==> src/rtl/mul_pkg.sv <==
// Shared types and defaults for the repeated-addition multiplier control path.
package mul_pkg;

  localparam int unsigned MUL_WIDTH = 16;

  typedef enum logic [2:0] {
    IDLE,
    LOAD_A,
    LOAD_B,
    ACCUM,
    DONE
  } mul_state_t;

endpackage

==> src/rtl/mul_iter_cnt.sv <==
// Accumulate-cycle counter: synchronous clear/increment, terminal flag at MAX_ITER-1.
module mul_iter_cnt
  import mul_pkg::*;
#(
  parameter int unsigned WIDTH    = MUL_WIDTH,
  parameter int unsigned MAX_ITER = 2**WIDTH - 1
) (
  input  logic             clk,
  input  logic             rst,
  input  logic             clr_i,
  input  logic             inc_i,
  output logic [WIDTH-1:0] cnt_o,
  output logic             term_o
);

  localparam logic [WIDTH-1:0] TERM = WIDTH'(MAX_ITER - 1);

  logic [WIDTH-1:0] cnt_q, cnt_d;

  // Clear wins over increment.
  always_comb begin
    cnt_d = cnt_q;
    if (clr_i) begin
      cnt_d = '0;
    end else if (inc_i) begin
      cnt_d = cnt_q + 1'b1;
    end
  end

  // Counter register.
  always_ff @(posedge clk or posedge rst) begin
    if (rst) begin
      cnt_q <= '0;
    end else begin
      cnt_q <= cnt_d;
    end
  end

  assign cnt_o  = cnt_q;
  assign term_o = (cnt_q == TERM);

endmodule

==> src/rtl/mul_ctrl.sv <==
// Control FSM for the repeated-addition multiplier: load A, load B / clear P,
// accumulate until B reaches zero, with abort and hang detection.
module mul_ctrl
  import mul_pkg::*;
#(
  parameter int unsigned WIDTH    = MUL_WIDTH,
  parameter int unsigned MAX_ITER = 2**WIDTH - 1
) (
  input  logic             clk,
  input  logic             rst,
  input  logic             start,
  input  logic             abort,
  input  logic             eqz,
  output logic             ld_A,
  output logic             ld_B,
  output logic             load_P,
  output logic             clear_p,
  output logic             dec_B,
  output logic             busy,
  output logic             done,
  output logic             hang,
  output logic [WIDTH-1:0] iter_cnt
);

  mul_state_t state_q, state_d;
  logic       cnt_clr, cnt_inc, cnt_term;

  mul_iter_cnt #(
    .WIDTH    (WIDTH),
    .MAX_ITER (MAX_ITER)
  ) u_iter_cnt (
    .clk    (clk),
    .rst    (rst),
    .clr_i  (cnt_clr),
    .inc_i  (cnt_inc),
    .cnt_o  (iter_cnt),
    .term_o (cnt_term)
  );

  // State register.
  always_ff @(posedge clk or posedge rst) begin
    if (rst) begin
      state_q <= IDLE;
    end else begin
      state_q <= state_d;
    end
  end

  // Next state and Mealy strobes; abort overrides everything outside IDLE.
  always_comb begin
    state_d = state_q;
    ld_A    = 1'b0;
    ld_B    = 1'b0;
    load_P  = 1'b0;
    clear_p = 1'b0;
    dec_B   = 1'b0;
    done    = 1'b0;
    hang    = 1'b0;
    cnt_clr = 1'b0;
    cnt_inc = 1'b0;

    case (state_q)
      IDLE: begin
        if (start) begin
          state_d = LOAD_A;
          cnt_clr = 1'b1;
        end
      end
      LOAD_A: begin
        ld_A    = 1'b1;
        state_d = LOAD_B;
      end
      LOAD_B: begin
        ld_B    = 1'b1;
        clear_p = 1'b1;
        state_d = ACCUM;
      end
      ACCUM: begin
        if (eqz) begin
          state_d = DONE;
        end else begin
          load_P  = 1'b1;
          dec_B   = 1'b1;
          cnt_inc = 1'b1;
          // The last permitted accumulate still lands; the run then ends as hung.
          if (cnt_term) begin
            hang    = 1'b1;
            state_d = IDLE;
          end
        end
      end
      DONE: begin
        done    = 1'b1;
        state_d = IDLE;
      end
      default: state_d = IDLE;
    endcase

    if (abort && (state_q != IDLE)) begin
      ld_A    = 1'b0;
      ld_B    = 1'b0;
      load_P  = 1'b0;
      clear_p = 1'b0;
      dec_B   = 1'b0;
      done    = 1'b0;
      hang    = 1'b0;
      cnt_inc = 1'b0;
      state_d = IDLE;
    end
  end

  assign busy = (state_q != IDLE);

endmodule

==> config.mk <==
export PLATFORM = sky130hd
export DESIGN_NAME = mul_ctrl
export DESIGN_NICKNAME = d
export VERILOG_FILES = /design/src/rtl/mul_pkg.sv /design/src/rtl/mul_iter_cnt.sv /design/src/rtl/mul_ctrl.sv
export SDC_FILE = /design/constraint.sdc
export NUM_CORES = 1
export LEC_CHECK = 0
export CAP_MARGIN = 20
export CELL_PAD_IN_SITES_DETAIL_PLACEMENT = 0
export CELL_PAD_IN_SITES_GLOBAL_PLACEMENT = 1
export CORE_UTILIZATION = 37
export DETAILED_ROUTE_END_ITERATION = 8
export GPL_TIMING_DRIVEN = 0
export PLACE_DENSITY_LB_ADDON = 0.1
export SETUP_SLACK_MARGIN = 0.05
export SYNTH_ARGS = -nofsm -noshare
export SYNTH_HDL_FRONTEND = slang
export SYNTH_SLANG_ARGS = --single-unit
export TNS_END_PERCENT = 100
==> constraint.sdc <==
create_clock -name clk -period 3.8 [get_ports clk]
set_input_delay 1.14 -clock clk [delete_from_list [all_inputs] [get_ports clk]]
set_output_delay 1.14 -clock clk [all_outputs]
set_load 0.02 [all_outputs]
==> metrics.txt, run 1 <==
PwrDens=365 nW/µm²; mapped cell area=1060 µm²; status=finished, final reports clean; Pins Over Slew Limit=0; Register Area=475 µm²; Tmin final=3.50 ns; Layout fillers=258; Int Power=0.336 mW; Post-synth EDFFs=0; largest net degree at the start of global routing=20; Final Skew=0.00288 ns; worst endpoint required time=2.66 ns; first-pass GRT wire length=4380 µm; GRT overflow=0; Worst Tran Pin Value=0.744 ns; root buffer cell=clkbuf_4; total track usage=18.0%; Leak Pwr=0.585 nW; Cells after DPL=174; Sw Share=36.1%; Avg WL per Cell=13.6 µm; worst-path cell chain=clkdlybuf4s50_1, nor2_4, and2_1, dlygate4sd2_1; kind of end point of the critical path=primary output; Total Wirelength=2440 µm; Mapped Cells=115; Clock Sinks=19; # IOs=29; Port Buffers=28; die width=55.5 µm; GRT met1 Usage=25.0%; placer congestion estimate=0.738; R2R Path End=u_iter_cnt.cnt_o[15]; clock power share=20.1%; DRT antenna net count=0; most frequent cells in the layout=23 x clkdlybuf4s50_1, 19 x dfrtp_1, 13 x nor2_1; height of the die=55.5 µm; Starting Density=38.8%; r2r worst-path depth=5; via count=967; final setup violation count=0; Seq/Total Area, Yosys=44.9%; Max Cap Viol=0; post-detail-place hpwl=1680 µm; maximum clock insertion buffer count=2; share of post-route cells with drive strength above 1=9.40%; Yosys reg bits=19; area growth from synthesis to layout=36.1%; mean area per synthesized cell=9.22 µm²; leading cell type in the layout, fill and taps excluded=clkdlybuf4s50_1; worst r2r src=state_q[2]; area of the die=3080 µm²; vias per cell=5.37; NumNets Final=157; CP bufs+invs=2; peak supply drop=0.323 mV; hold path depth=2; drt pass-1 iters=4; Setup CP Type=in -> out; Rows=19; Final Hold Viols=0; TritonCTS clock tree=built; critical path's largest stage delay=0.55 ns; CP delay by family, top=buffers and inverters; crit-path max FO=7; Synth cell types=31; Remaining DRCs=0; dominant synthesized flop cell=dfrtp_1; period utilisation layout=92.1%; Top Usage Layer GRT=met2; vias in the first global route=929; Hold-fix buffers, CTS=0; Psw=0.190 mW; Ys Warns=0; met2 usage=28.6%; Reg power frac=46.6%; crit path from=eqz; area of the multi-input gates=543 µm²; ys async rst share=100%; crit path launch type=input port; TritonCTS Buffers=3; Max Clock Freq=0.286 GHz; Clock Latency Late Sink=0.30 ns; Rel. slew slack=50.4%; CP Data Arrival Time=2.36 ns; reg-to-reg slack, setup=1.85 ns; total power=0.526 mW; initial antenna violation count=0; Diodes inserted=0; total negative slack=0 ns; Net Count, Synth=122; HP Class=reg -> reg; Clk pin slew, worst setup/hold paths=0.11 ns; hold path startpoint=u_iter_cnt.cnt_o[6]; core area=2730 µm²; Final Non-Filler Cells=180; Global Route met3 Usage=2.81%; Slowest-stage cell, CP=clkdlybuf4s50_1; RSZ-0062 raised after global routing=no; Comb pwr share=33.3%; initial DRC count=25; Hold Path Sink=u_iter_cnt.cnt_o[6]; CTS H-Tree Depth=1
-- cell type report --
| class | count | share of cell area, % |
|---|---|---|
| Inverter | 8 | 2.08 |
| Sequential cell | 19 | 33.0 |
| Multi-Input combinational cell | 81 | 37.6 |
| Buffer | 7 | 2.52 |
| Timing Repair Buffer | 30 | 20.3 |
| Tap cell | 31 | 2.69 |
| Clock buffer | 4 | 1.82 |
-- metal layers --
layer | share of wire [%] | wire (µm) | up-vias
li1 | - | - | 472
met5 | 0 | 0 | -
met2 | 46 | 1130 | 37
met1 | 47 | 1150 | 450
met3 | 4.7 | 114 | 8
met4 | 1.7 | 42 | 0
-- sequential cells by signal, indices dropped and copies added, names as in the netlist --
signal	count
state_q	3
u_iter_cnt.cnt_o	16
-- worst register-to-register path, stage by stage, from the launching register on --
cell and delay (ns):
dfrtp_1 0.48, nand4bb_4 0.27, or4_1 0.48, buf_2 0.17, o31a_1 0.28, o21a_1 0.18
-- worst max path at each step --
stage            to  slack [ns]  cells after the start
2_1_floorplan  ld_B        0.42                      2
3_3_place_gp   hang       -0.51                      5
3_5_place_dp   hang       -0.49                      5
4_1_cts        hang        0.01                      5
5_1_grt        hang        0.22                      4
6_report       hang        0.30                      4
-- metrics by stage --
| step | cell area [µm²] | worst slack (ns) | util [%] | hold slack (ns) |
|---|---|---|---|---|
| final | 1440 | 0.299 | 52.8 | 0.602 |
| after global routing | 1440 | 0.222 | 52.8 | 0.638 |
| after CTS | 1430 | 0.00973 | 52.1 | 0.606 |
| after detailed placement | 1380 | -0.489 | 50.4 | 0.553 |
| after global placement | 1380 | -0.508 | 50.4 | 0.548 |
| after floorplan | 1060 | 0.423 | - | 0.499 |
-- synth_stat cells, types with 2 or more instances --
| master | n | area (µm²) |
|---|---|---|
| inv_1 | 8 | 30.0 |
| nor4_1 | 7 | 43.8 |
| buf_2 | 2 | 10.0 |
| and2_1 | 2 | 12.5 |
| clkbuf_1 | 3 | 11.3 |
| nor2_1 | 14 | 52.6 |
| nand3_1 | 5 | 25.0 |
| o21ai_0 | 5 | 25.0 |
| nor3_1 | 4 | 20.0 |
| ha_1 | 2 | 25.0 |
| xnor2_1 | 10 | 87.6 |
| nand2_1 | 5 | 18.8 |
| buf_4 | 2 | 15.0 |
| nor4b_1 | 3 | 26.3 |
| or3_1 | 5 | 31.3 |
| a21oi_1 | 4 | 20.0 |
| nand4_1 | 2 | 12.5 |
| dfrtp_1 | 19 | 475 |
-- power by group through the flow --
| stage | registers (mW) | clock network, mW | logic, mW |
|---|---|---|---|
| 6_report | 0.245 | 0.106 | 0.175 |
| 5_1_grt | 0.249 | 0.118 | 0.195 |
| 4_1_cts | 0.245 | 0.108 | 0.175 |
| 3_5_place_dp | 0.246 | 0 | 0.172 |
| 3_3_place_gp | 0.245 | 0 | 0.170 |
| 2_1_floorplan | 0.248 | 0 | 0.0996 |
-- kinds of logic (layout without fill, tap and decap cells) --
logic type / Yosys count / count (layout) / synth area share, %
AO/OA/AOI/OAI: 14 / 14 / 8.27
flip-flops: 19 / 19 / 44.9
adder cells (fa/ha/maj): 2 / 2 / 2.36
AND/OR/NAND/NOR: 55 / 55 / 30.0
buffers and inverters: 15 / 49 / 6.26
XOR/XNOR: 10 / 10 / 8.26
-- repair_timing --
item	4_1_cts	5_1_grt
gates resized for setup	8	1
endpoints found under the setup margin	5	6
pin swaps	0	1
setup buffers	0	2
endpoints found under the hold margin	0	0
(Power assumes the default switching activity.)
==> inputs of run 2 (changes only) <==
--- a/config.mk
+++ b/config.mk
@@ -9,6 +9,7 @@
 export CELL_PAD_IN_SITES_DETAIL_PLACEMENT = 0
 export CELL_PAD_IN_SITES_GLOBAL_PLACEMENT = 1
 export CORE_UTILIZATION = 37
+export CTS_BUF_LIST = sky130_fd_sc_hd__clkbuf_16
 export DETAILED_ROUTE_END_ITERATION = 8
 export GPL_TIMING_DRIVEN = 0
 export PLACE_DENSITY_LB_ADDON = 0.1
==> run 2 against run 1 <==
Effect of this change: flip-flop and latch count unchanged; worst setup slack better by 0.018 ns; total power up 21%; sequential power about the same; global-route usage down 0.091 points; critical endpoint unchanged; largest power group unchanged; highest routed layer unchanged.
==> metrics.txt, run 2 (synthesis results as in run 1) <==
status=finished, final reports clean; final core occ=54.7%; core area=2730 µm²; crit-path max FO=7; Setup CP Type=in -> out; Hold Path Sink=u_iter_cnt.cnt_o[6]; vias in the first global route=917; Clk pin slew, worst setup/hold paths=0.05 ns; Rows=19; drt pass-1 iters=4; hold path depth=2; Worst Slack Setup Final=0.317 ns; reg-to-reg slack, setup=1.86 ns; Leak Pwr=0.613 nW; TritonCTS clock tree=built; r2r worst-path depth=5; Largest register FFs=16; Cells after DPL=174; most frequent cells in the layout=23 x clkdlybuf4s50_1, 19 x dfrtp_1, 13 x nor2_1; area growth from synthesis to layout=41.1%; Starting Density=38.8%; initial antenna violation count=0; CTS H-Tree Depth=1; Min Hold Slack=0.594 ns; crit path launch type=input port; Clock Latency Late Sink=0.25 ns; NumNets Final=157; worst r2r src=state_q[2]; # IOs=29; Clock Sinks=19; peak supply drop=0.306 mV; root buffer cell=clkbuf_16; initial DRC count=17; HP Class=reg -> reg; Port Buffers=28; Hold-fix buffers, CTS=0; share of post-route cells with drive strength above 1=9.40%; maximum clock insertion buffer count=2; Rel. slew slack=50.3%; Pins Over Slew Limit=0; final setup violation count=0; total negative slack=0 ns; RSZ-0062 raised after global routing=no; Worst Tran Pin Value=0.744 ns; largest net degree at the start of global routing=20; GRT overflow=0; dpl cell area=1380 µm²; vias per cell=5.32; pre-CTS WS=-0.489 ns; total track usage=17.9%; Final Instance Area=1500 µm²; Max Clock Freq=0.287 GHz; Final Hold Viols=0; Avg WL per Cell=13.5 µm; hold path startpoint=u_iter_cnt.cnt_o[6]; via count=957; total power=0.635 mW; Final Non-Filler Cells=180; Diodes inserted=0; period utilisation layout=91.7%; area of the die=3080 µm²; CP Data Arrival Time=2.34 ns; post-detail-place hpwl=1680 µm; height of the die=55.5 µm; Remaining DRCs=0; Total Wirelength=2430 µm; leading cell type in the layout, fill and taps excluded=clkdlybuf4s50_1; Max Cap Viol=0; Final Skew=0.00193 ns; die width=55.5 µm; PwrDens=425 nW/µm²; worst endpoint required time=2.66 ns; placer congestion estimate=0.738; DRT antenna net count=0; R2R Path End=u_iter_cnt.cnt_o[15]; first-pass GRT wire length=4350 µm; Tmin final=3.48 ns; TritonCTS Buffers=3; kind of end point of the critical path=primary output
==> run 2: final cells by class <==
type                            count  area, µm²
Timing Repair Buffer               30        293
Tap cell                           31       38.8
Buffer                              7       36.3
Sequential cell                    19        475
Multi-Input combinational cell     81        543
Fill cell                         251       1240
Clock inverter                      1       3.75
Inverter                            8       30.0
Clock buffer                        3       75.1
==> run 2: metal layers <==
metal	vias to the layer above	share of wire [%]	GRT usage, %
met5	-	0	0
met4	0	1.5	5.36
met3	5	4.2	4.22
met2	28	46	28.2
met1	448	48	24.6
li1	476	-	-
==> run 2: what timing repair did <==
| item | in CTS | in global routing |
|---|---|---|
| gates cloned | 0 | 0 |
| setup endpoints to repair | 5 | 6 |
| pin swaps | 0 | 1 |
| gates resized for setup | 8 | 1 |
| buffers inserted | 0 | 2 |
==> run 2: critical path: stages <==
cell             delay, ns
clkdlybuf4s50_1       0.55
nor2_4                0.19
and2_1                0.13
dlygate4sd2_1         0.32
==> run 2: how the worst max path moves through the flow <==
stage | startpoint | to | slack [ns]
6_report | eqz | hang | 0.32
4_1_cts | abort | hang | 0.01
3_5_place_dp | abort | hang | -0.49
5_1_grt | eqz | hang | 0.25
2_1_floorplan | abort | ld_B | 0.42
3_3_place_gp | abort | hang | -0.51
==> run 2: report_power, final <==
group / internal, mW / leakage (nW) / switching [mW]
clock network: 0.140 / 0.0423 / 0.0739
logic: 0.0777 / 0.308 / 0.0981
registers: 0.218 / 0.262 / 0.0271
